**config.mk**
```make
export PLATFORM = sky130hd
export DESIGN_NAME = sbus_spi_responder
export DESIGN_NICKNAME = d
export VERILOG_FILES = /design/src/rtl/sbus_spi_responder.sv
export SDC_FILE = /design/constraint.sdc
export NUM_CORES = 1
export LEC_CHECK = 0
export BUFFER_PORTS_ARGS = -buffer_cell sky130_fd_sc_hd__buf_2
export CORE_ASPECT_RATIO = 0.9
export CORE_MARGIN = 1.5
export CORE_UTILIZATION = 55
export DETAILED_ROUTE_END_ITERATION = 6
export HOLD_SLACK_MARGIN = 0.02
export PLACE_DENSITY = 0.79
export SLEW_MARGIN = 0
export SYNTH_ARGS = -nofsm -noshare
export SYNTH_HDL_FRONTEND = slang
export SYNTH_SLANG_ARGS = --single-unit
```
**constraint.sdc**
```tcl
create_clock -name clk -period 2.41 [get_ports clk]
set_input_delay 0.241 -clock clk [delete_from_list [all_inputs] [get_ports clk]]
set_output_delay 0.241 -clock clk [all_outputs]
set_load 0.05 [all_outputs]
```
**src/rtl/sbus_spi_responder.sv**
```systemverilog
// System-bus responder exposing a byte-wide mode-0 SPI master as four registers
// (CTRL, TXDR, RXDR, STATUS) decoded under a 4-bit block base address.
module sbus_spi_responder #(
    parameter logic [3:0] BASE   = 4'h0,
    parameter int         CLKDIV = 4
) (
    input  logic       clk,
    input  logic       rst_n,
    input  logic       sbus_stb,
    input  logic       sbus_rw,
    input  logic [7:0] sbus_addr,
    input  logic [7:0] sbus_wdata,
    output logic [7:0] sbus_rdata,
    output logic       sbus_ack,
    input  logic       spi_miso,
    output logic       spi_mosi,
    output logic       spi_sclk,
    output logic       spi_cs_n,
    output logic       irq
);

    localparam logic [3:0] REG_CTRL   = 4'h0;
    localparam logic [3:0] REG_TXDR   = 4'h1;
    localparam logic [3:0] REG_RXDR   = 4'h2;
    localparam logic [3:0] REG_STATUS = 4'h3;
    localparam logic [7:0] DIV_LOAD   = 8'(CLKDIV - 1);

    typedef enum logic [1:0] {
        B_IDLE     = 2'd0,
        B_ACK      = 2'd1,
        B_WAIT_LOW = 2'd2
    } bus_state_t;

    typedef enum logic [1:0] {
        S_IDLE = 2'd0,
        S_LOW  = 2'd1,
        S_HIGH = 2'd2
    } spi_state_t;

    bus_state_t bus_state_reg, bus_state_next;
    spi_state_t spi_state_reg, spi_state_next;

    logic       ctrl_cs_reg;
    logic [7:0] rxdr_reg;
    logic       rrdy_reg;
    logic       ovr_reg;
    logic [7:0] shifter_reg;
    logic [7:0] div_cnt_reg;
    logic [2:0] bit_cnt_reg;
    logic       sclk_reg;
    logic       mosi_reg;

    logic       busy;
    logic       wr_commit;
    logic       rd_access;
    logic       ctrl_write;
    logic       tx_write;
    logic       tx_load;
    logic       tx_drop;
    logic       status_write;
    logic       rx_read;
    logic       phase_end;
    logic       sclk_rise;
    logic       sclk_fall;
    logic       last_bit;
    logic       xfer_done;
    logic       ovr_set;
    logic [7:0] read_mux;

    // ---------------- bus FSM ----------------
    always_ff @(posedge clk or negedge rst_n) begin
        if (!rst_n) begin
            bus_state_reg <= B_IDLE;
        end else begin
            bus_state_reg <= bus_state_next;
        end
    end

    always_comb begin
        bus_state_next = bus_state_reg;
        case (bus_state_reg)
            B_IDLE: begin
                if (sbus_stb && (sbus_addr[7:4] == BASE)) begin
                    bus_state_next = B_ACK;
                end
            end
            B_ACK: begin
                bus_state_next = B_WAIT_LOW;
            end
            B_WAIT_LOW: begin
                if (!sbus_stb) begin
                    bus_state_next = B_IDLE;
                end
            end
            default: begin
                bus_state_next = B_IDLE;
            end
        endcase
    end

    // The initiator holds addr/rw/wdata stable until ack, so they are decoded live.
    always_comb begin
        sbus_ack     = (bus_state_reg == B_ACK);
        wr_commit    = sbus_ack && sbus_rw;
        rd_access    = sbus_ack && !sbus_rw;
        ctrl_write   = wr_commit && (sbus_addr[3:0] == REG_CTRL);
        tx_write     = wr_commit && (sbus_addr[3:0] == REG_TXDR);
        status_write = wr_commit && (sbus_addr[3:0] == REG_STATUS);
        rx_read      = rd_access && (sbus_addr[3:0] == REG_RXDR);
        tx_load      = tx_write && !busy;
        tx_drop      = tx_write && busy;
        case (sbus_addr[3:0])
            REG_CTRL:   read_mux = {7'b0, ctrl_cs_reg};
            REG_RXDR:   read_mux = rxdr_reg;
            REG_STATUS: read_mux = {5'b0, ovr_reg, rrdy_reg, busy};
            default:    read_mux = 8'h00;
        endcase
        sbus_rdata = rd_access ? read_mux : 8'h00;
    end

    // ---------------- SPI FSM ----------------
    always_ff @(posedge clk or negedge rst_n) begin
        if (!rst_n) begin
            spi_state_reg <= S_IDLE;
        end else begin
            spi_state_reg <= spi_state_next;
        end
    end

    always_comb begin
        spi_state_next = spi_state_reg;
        case (spi_state_reg)
            S_IDLE: begin
                if (tx_load) begin
                    spi_state_next = S_LOW;
                end
            end
            S_LOW: begin
                if (phase_end) begin
                    spi_state_next = S_HIGH;
                end
            end
            S_HIGH: begin
                if (phase_end) begin
                    spi_state_next = last_bit ? S_IDLE : S_LOW;
                end
            end
            default: begin
                spi_state_next = S_IDLE;
            end
        endcase
    end

    // Completion coincides with the falling edge that ends the eighth high phase.
    always_comb begin
        busy      = (spi_state_reg != S_IDLE);
        phase_end = busy && (div_cnt_reg == 8'd0);
        sclk_rise = phase_end && (spi_state_reg == S_LOW);
        sclk_fall = phase_end && (spi_state_reg == S_HIGH);
        last_bit  = (bit_cnt_reg == 3'd7);
        xfer_done = sclk_fall && last_bit;
        ovr_set   = tx_drop || (xfer_done && rrdy_reg && !rx_read);
    end

    // ---------------- SPI datapath ----------------
    always_ff @(posedge clk or negedge rst_n) begin
        if (!rst_n) begin
            div_cnt_reg <= 8'd0;
            bit_cnt_reg <= 3'd0;
            shifter_reg <= 8'd0;
            sclk_reg    <= 1'b0;
            mosi_reg    <= 1'b0;
        end else begin
            if (tx_load || phase_end) begin
                div_cnt_reg <= DIV_LOAD;
            end else if (busy) begin
                div_cnt_reg <= div_cnt_reg - 8'd1;
            end

            if (tx_load) begin
                bit_cnt_reg <= 3'd0;
            end else if (sclk_fall && !last_bit) begin
                bit_cnt_reg <= bit_cnt_reg + 3'd1;
            end

            if (tx_load) begin
                shifter_reg <= sbus_wdata;
                mosi_reg    <= sbus_wdata[7];
                sclk_reg    <= 1'b0;
            end else if (sclk_rise) begin
                shifter_reg <= {shifter_reg[6:0], spi_miso};
                sclk_reg    <= 1'b1;
            end else if (sclk_fall) begin
                sclk_reg <= 1'b0;
                if (!last_bit) begin
                    mosi_reg <= shifter_reg[7];
                end
            end
        end
    end

    // ---------------- registers ----------------
    always_ff @(posedge clk or negedge rst_n) begin
        if (!rst_n) begin
            ctrl_cs_reg <= 1'b0;
            rxdr_reg    <= 8'h00;
            rrdy_reg    <= 1'b0;
            ovr_reg     <= 1'b0;
        end else begin
            if (ctrl_write) begin
                ctrl_cs_reg <= sbus_wdata[0];
            end

            if (xfer_done) begin
                rxdr_reg <= shifter_reg;
                rrdy_reg <= 1'b1;
            end else if (rx_read) begin
                rrdy_reg <= 1'b0;
            end

            // A fresh overrun outranks a simultaneous software clear.
            if (ovr_set) begin
                ovr_reg <= 1'b1;
            end else if (status_write && sbus_wdata[2]) begin
                ovr_reg <= 1'b0;
            end
        end
    end

    assign spi_sclk = sclk_reg;
    assign spi_mosi = mosi_reg;
    assign spi_cs_n = ~ctrl_cs_reg;
    assign irq      = rrdy_reg;

endmodule
```
# --- Yosys cells after proc, flatten, opt, wreduce, memory -nomap -nowiden ---
# Index checks and enable logic that the tools add are counted.
op_classes:
  addsub: 2
  eq_ne: 15
  mux: 27
  bitwise_logic: 1
  reduce_logical: 39
ops:
  columns: ["cell", "count"]
  rows:
  - ["$mux 8", 5]
  - ["$pmux 8 s3", 1]
  - ["$logic_and 1x1->1", 17]
  - ["$ne 2x2->1 const B", 7]
  - ["$reduce_bool 2->1", 7]
  - ["$mux 1", 12]
  - ["$pmux 2 s3", 2]
  - ["$mux 2", 5]
  - ["$eq 4x2->1 const B", 2]
  - ["$logic_not 4->1", 2]
  - ["$logic_not 8->1", 1]
  - ["$sub 8x1->8 const B", 1]
  - ["$mux 3", 2]
  - ["$reduce_and 3->1", 2]
  - ["$eq 2x1->1 const B", 2]
  - ["$eq 2x2->1 const B", 2]
  - ["$eq 4x1->1 const B", 1]
  - ["$logic_not 1->1", 4]
  - ["$logic_not 2->1", 2]
  - ["$add 3x1->3 const B", 1]
  - ["$eq 3x3->1 const B", 1]
  - ["$reduce_bool 3->1", 1]
  - ["$logic_or 1x1->1", 2]
  - ["$reduce_and 2->1", 1]
  - ["$not 1->1", 1]
word_totals:
  reg_bits: 36
  output_inout_bits: 13

# --- Longest topological paths before layout ---
# Gate-level depths: netlist (run 1).
logic_depth:
  ltp_word: 8
  depth_mapped: 6
  ltp_nobuf: 6

# --- Worst setup path before layout (run 1) ---
# No wires, ideal clock.
synth_timing:
  path_type: "reg-to-output"
  from: "reg spi_state_reg[1]"
  to: "out sbus_rdata[0]"
  arrival_time_ps: 2181
  setup_slack_ps: -12
  stages_incl_launch_ff: 6
  cell_sequence: "dfrtp_1 clkbuf_1 nor2_1 a21oi_1 a22oi_1 nor3b_1"
synth_via:
  elab_chain_len: 3
synth_rtl:
  columns: ["element", "line", "text"]
  rows:
  - ["start, declared", "41", "spi_state_t spi_state_reg, spi_state_next;"]
  - ["start signal, assigned", "126", "spi_state_reg <= spi_state_next;"]
  - ["$reduce_bool 2->1", "156", "busy = (spi_state_reg != S_IDLE);"]
  - ["$pmux 8 s3", "112", "case (sbus_addr[3:0])"]
  - ["$mux 8", "118", "sbus_rdata = rd_access ? read_mux : 8'h00;"]
  - ["end, declared", "13", "output logic [7:0] sbus_rdata,"]
# Every way passes these cells.

# --- Worst setup path after layout (run 1) ---
layout_timing:
  from: "reg bus_state_reg[1]"
  to: "out sbus_rdata[5]"
layout_via:
  elab_chain_len: 3
layout_rtl:
  columns: ["element", "line", "text"]
  rows:
  - ["start, declared", "40", "bus_state_t bus_state_reg, bus_state_next;"]
  - ["start signal, assigned", "75", "bus_state_reg <= bus_state_next;"]
  - ["$eq 2x1->1", "103", "sbus_ack = (bus_state_reg == B_ACK);"]
  - ["$logic_and 1x1->1", "105", "rd_access = sbus_ack && !sbus_rw;"]
  - ["$mux 8", "118", null]
# Every way passes these cells.

==> results of run 1 <==
==> worst min path at each step <==
stage | endpoint | start | slack, ps
after floorplan | bit_cnt_reg[0] | rst_n | -50
after global placement | div_cnt_reg[6] | rst_n | 360
after detailed placement | div_cnt_reg[7] | rst_n | 360
after CTS | spi_mosi | rst_n | 50
after global routing | div_cnt_reg[4] | rst_n | 90
final | bit_cnt_reg[2] | rst_n | 30
==> stage by stage <==
step                setup slack, ps  cells  area [sq um]  power (mW)
detailed placement              168    241          2090        1.33
finish                          222    252          2230        1.86
floorplan                       236    166          1860        1.17
CTS                            64.9    249          2210        1.86
global placement                268    241          2090        1.28
global route                    104    252          2230        1.96
==> layout make-up <==
class                           instances  area (sq um)
Multi-Input combinational cell        118           921
Inverter                                8          30.0
Fill cell                             247           905
Clock buffer                            5          68.8
Tap cell                               42          52.6
Sequential cell                        36           901
Timing Repair Buffer                   40           218
Clock inverter                          3          42.5
==> per-layer routing <==
layer | vias up | wire [um] | part of all wire, % | global-route usage, %
li1 | 704 | - | - | -
met4 | 0 | 75 | 1.9 | 6.69
met5 | - | 0 | 0 | 0
met2 | 48 | 1900 | 49 | 38.4
met3 | 9 | 241 | 6.1 | 7.96
met1 | 711 | 1700 | 43 | 28.7
==> kinds of logic after synthesis <==
kind of cell | Yosys count | share of synthesized area (%)
AO/OA/AOI/OAI | 43 | 15.7
adder cells (fa/ha/maj) | 4 | 2.69
buffers and inverters | 12 | 2.49
flip-flops | 36 | 48.5
multiplexers | 15 | 8.89
AND/OR/NAND/NOR | 56 | 21.8
==> placed cells by master (no fill, tap or decap), types with 2 or more instances in the layout <==
cell type  instances
mux2_2             4
a22oi_1            2
inv_1              8
nand3_1            6
nor4_4             2
or4_1              3
a22o_1            10
or3_1              7
nor2_1             9
and2_1             5
or2_1              2
nor2_4             2
buf_4              7
nand2_1            3
clkbuf_8           5
mux2i_1            3
a21oi_1            9
dfrtp_1           36
o21ai_0            6
nor4_1             2
buf_2             33
mux2_1             8
a21o_1             8
ha_1               4
o21ai_1            3
==> power by group <==
group          internal [mW]  switching, mW
clock network          0.306          0.219
logic                  0.215          0.326
registers              0.692          0.105
==> repair_timing <==
item | CTS | global route
setup endpoints to repair | 5 | 6
resized for setup | 1 | 1
pin swaps | 0 | 1
setup buffers | 0 | 3
==> synthesized netlist by cell type (all sizes together) (2+ instances only) <==
library cell  count  area, sq um
a22o             10         87.6
a22oi             2         15.0
or4               4         33.8
nand3             6         30.0
nor2             12         60.1
dfrtp            36          901
nor4              4         55.1
ha                4         50.1
o21ai             9         45.0
and2              5         31.3
mux2i             3         30.0
or3               7         43.8
mux2             12          135
nand2             3         11.3
a21oi             9         45.0
or2               3         18.8
nand4             2         27.5
clkbuf            3         11.3
a21o              8         60.1
inv               8         30.0
==> results by group, run 1 <==
Status
  • Status: finished, final reports clean

Power
  • LEAKAGE: 1.15 nW
  • Pwr dens: about 830 nW/um^2
  • Maximum VDD drop: around 0.51 mV

STA
  • Final clock skew: 7.05 ps
  • Worst hold slack: ~26 ps
  • RSZ-0062 raised after global routing: no
  • Max Slew Vio Count: 0
  • Worst-Margin Slew: 787 ps
  • TNS Setup: 0 ps
  • Final setup viols: 0
  • Final period util: 90.8%
  • Final worst path period need: 2190 ps
  • F_max: 0.457 GHz
  • Rel. slew slack: 47.5%
  • Final Hold Vio Count: 0

Synthesis
  • Syn nets: 191
  • EDFF count, synth: 0
  • Register area share after synthesis: 48.5%
  • Seq cells post-synth: 36
  • Netlist cell types: 43
  • Top_reg_cell synth: dfrtp_1
  • Yosys warnings: 0
  • Post-synth ARST share: between 90% and 100%
  • Mapped Area: between 1500 and 2000 sq um
  • Post-Synthesis Cells: around 170
  • Syn Area/Cell: 11.2 sq um

Routing
  • Via-to-Cell Ratio: 5.84
  • DRT antenna net count: 0
  • Detailed-route wire length: 3920 um
  • Via count: 1,472
  • First-pass detailed-route iteration total: 4
  • Drt wl/cell: 15.6 um
  • Number of remaining DRC errors: 0
  • Drt initial violations: 38

Final layout
  • Number of diodes: 0
  • Layout cells sized above 1: 29.5%
  • Synth-to-layout area growth: 20.2%
  • Util after Layout: about 71%
  • Nets: about 230

Die
  • Num rows: 19
  • Die Span Y: 58.1 um
  • Initial core utilization: slightly below 60%
  • Chip Width: 64.3 um
  • IO Pins: 34
  • Die area: 3740 sq um
  • Core Area: 3140 sq um

Worst setup path
  • CP required: 2170 ps
  • R2R Setup Slk: between 200 and 250 ps
  • WP buf/inv: 1
  • Worst Setup SP: bus_state_reg[1]
  • CP Depth: 5
  • Crit end category: primary output
  • Setup CP Type: register to primary output
  • Largest delay share family, worst path: simple AND/OR/NAND/NOR gates
  • Crit path arrival time: between 1500 and 2000 ps
  • Crit path launch type: register
  • Max stage delay on crit path: 440 ps
  • RR Endpoint: spi_mosi
  • RR Startpoint: div_cnt_reg[0]
  • Crit-path cells: nor4b_4 > nand3b_1 > nor2_2 > and2_1 > buf_2
  • Critical path's slowest cell: dfrtp_1
  • CP Capture Point: sbus_rdata[5]
  • CP max FO: 7
  • FF-to-FF path depth: 6

Place
  • Post-DP HPWL: 2820 um
  • Buffers on Ports: 33
  • Routability congestion estimate: approximately 0.81

CTS
  • Clk_lat worst skew: 300 ps
  • Clock sinks: 36
  • CTS H-tree depth: 2
  • Clock Tree Root: clkbuf_8
  • CTS Buf Count: 5
  • Clock transition at the registers of the reported paths: 70 ps
  • TritonCTS clock tree: yes
  • Hold_buf cts: 0
  • Clock Path Buffers: 2

Global routing
  • Overflow after GRT: 0
  • Initial antenna violation count: 0
  • Largest net degree at the start of global routing: 37
  • Gr usage total: 23.0%
  • Vias in the first global route: 1,440
  • First-pass GRT wire length: 6530 um

Worst hold path
  • HP Class: input pin to async pin

Job
  • Max Cap Viol: 0
Power figures use the tool's default switching activity.
==> inputs of run 2 (changes only) <==
--- a/config.mk
+++ b/config.mk
@@ -10,6 +10,7 @@
 export CORE_MARGIN = 1.5
 export CORE_UTILIZATION = 55
 export DETAILED_ROUTE_END_ITERATION = 6
+export GPL_TIMING_DRIVEN = 0
 export HOLD_SLACK_MARGIN = 0.02
 export PLACE_DENSITY = 0.79
 export SLEW_MARGIN = 0
==> constraint.sdc (replaced) <==
create_clock -name clk -period 2.35 [get_ports clk]
set_input_delay 0.235 -clock clk [delete_from_list [all_inputs] [get_ports clk]]
set_output_delay 0.235 -clock clk [all_outputs]
set_load 0.05 [all_outputs]
==> results by group, run 2 (synthesis gave the netlist of run 1 again) <==
Final layout
  • Synth-to-layout area growth: 18.8%
  • Layout Cells excl Fill: between 200 and 250
  • Footprint of the multi-input gates: roughly 900 sq um
  • Nets: between 200 and 250
  • Layout fillers: between 200 and 250
  • Util after Layout: 70.3%
  • Most frequent cells in the layout: dfrtp_1, buf_2, a22o_1, nor2_1, a21oi_1
  • Most common cell after layout, fill and taps aside: dfrtp_1
  • Seq. cell area: around 900 sq um
  • Layout cells sized above 1: 27.1%
  • Final instance area: 2210 sq um
  • Number of diodes: 0

CTS
  • Clock Path Buffers: 2
  • CTS H-tree depth: 2
  • Clock Tree Root: clkbuf_8
  • CTS Buf Count: 5
  • Clk_lat worst skew: 290 ps
  • Clock transition at the registers of the reported paths: around 70 ps
  • Clock sinks: 36
  • TritonCTS clock tree: yes
  • Hold_buf cts: 0

STA
  • Final period util: 96.9%
  • Final setup viols: 0
  • F_max: 0.439 GHz
  • Final clock skew: 9.01 ps
  • Worst hold slack: 20.7 ps
  • Rel. slew slack: about 48%
  • Final worst path period need: 2280 ps
  • Worst-Margin Slew: 786 ps
  • Max Slew Vio Count: 0
  • Final Hold Vio Count: 0

Die
  • Initial core utilization: slightly below 60%
  • IO Pins: 34
  • Die Span Y: 58.1 um
  • Chip Width: ~64 um
  • Num rows: 19
  • Core Area: 3140 sq um
  • Die area: 3740 sq um

Place
  • Area of placed instances: 2080 sq um
  • Buffers on Ports: 32
  • Post-DP HPWL: about 2800 um
  • Post-Place Cells: between 200 and 250
  • Routability congestion estimate: between 0.7 and 0.8

Global routing
  • Gr usage total: 22.4%
  • Vias in the first global route: 1,425
  • First-pass GRT wire length: 6420 um
  • Initial antenna violation count: 0
  • Overflow after GRT: 0
  • Largest net degree at the start of global routing: 37

Worst setup path
  • Crit end category: primary output
  • FF-to-FF path depth: 6
  • Crit path launch type: register
  • RR Endpoint: spi_mosi
  • R2R Setup Slk: 80 ps
  • Crit path arrival time: 2040 ps
  • Setup CP Type: register to primary output
  • CP required: roughly 2100 ps
  • RR Startpoint: div_cnt_reg[0]
  • CP max FO: 7

Routing
  • Detailed-route wire length: 3850 um
  • Via count: about 1,500
  • Number of remaining DRC errors: 0
  • First-pass detailed-route iteration total: 4
  • Drt initial violations: 39
  • DRT antenna net count: 0
  • Drt wl/cell: 15.5 um
  • Via-to-Cell Ratio: 5.88

Job
  • Max Cap Viol: 0

Power
  • Maximum VDD drop: just under 0.9 mV
  • Power consumption: 1.89 mW
  • Pwr dens: 855 nW/um^2
  • LEAKAGE: 1.12 nW

Worst hold path
  • HP Class: input pin to async pin

Status
  • Status: finished, final reports clean
run 2: cell types whose count changed in the layout (fill, tap and decap cells not counted), sizes merged:
cell,change
clkbuf,+5
clkinvlp,-1
buf,-7
run 2: worst max-delay path, stage by stage (launching register included):
cell and delay, ps:
dfrtp_1 450, nor4b_4 470, nand3b_1 240, nor2_4 210, and2_1 140, buf_2 250
run 2: stage by stage:
stage	setup slack, ps	TNS [ps]
final	72.3	0
after global routing	-34.9	-149
after CTS	38.9	0
after detailed placement	17.9	0
after global placement	71.6	0
after floorplan	176	0
run 2: layer usage:
layer / share of wire, % / global-route usage (%) / vias up
met5: 0 / 0 / -
met2: 49 / 36.0 / 55
met3: 5.7 / 6.99 / 2
met4: 0.16 / 5.17 / 0
li1: - / - / 708
met1: 46 / 30.2 / 700
run 2: cell type report:
class,instances,area share (%)
Buffer,3,0.567
Clock buffer,6,3.29
Clock inverter,2,1.59
Inverter,8,1.36
Multi-Input combinational cell,118,41.8
Sequential cell,36,40.8
Tap cell,42,2.38
Timing Repair Buffer,34,8.16
run 2: power by group:
part / leakage, nW / switching [mW] / total, mW / internal (mW)
clock network: 0.0552 / 0.220 / 0.535 / 0.315
logic: 0.586 / 0.332 / 0.535 / 0.203
registers: 0.480 / 0.108 / 0.818 / 0.710
run 2: how the worst max path moves through the flow:
stage | from | slack [ps] | cells after the start | end
floorplan | div_cnt_reg[0] | 180 | 6 | spi_mosi
global route | bus_state_reg[1] | -30 | 5 | sbus_rdata[4]
finish | bus_state_reg[1] | 70 | 5 | sbus_rdata[6]
CTS | bus_state_reg[1] | 40 | 5 | sbus_rdata[5]
detailed placement | div_cnt_reg[0] | 20 | 6 | spi_mosi
global placement | div_cnt_reg[0] | 70 | 6 | spi_mosi
run 2: timing repair:
action	in CTS	in global routing
setup buffers	0	2
hold endpoints to repair	0	0
pin swaps	2	2
endpoints found under the setup margin	6	6
resized for setup	1	3
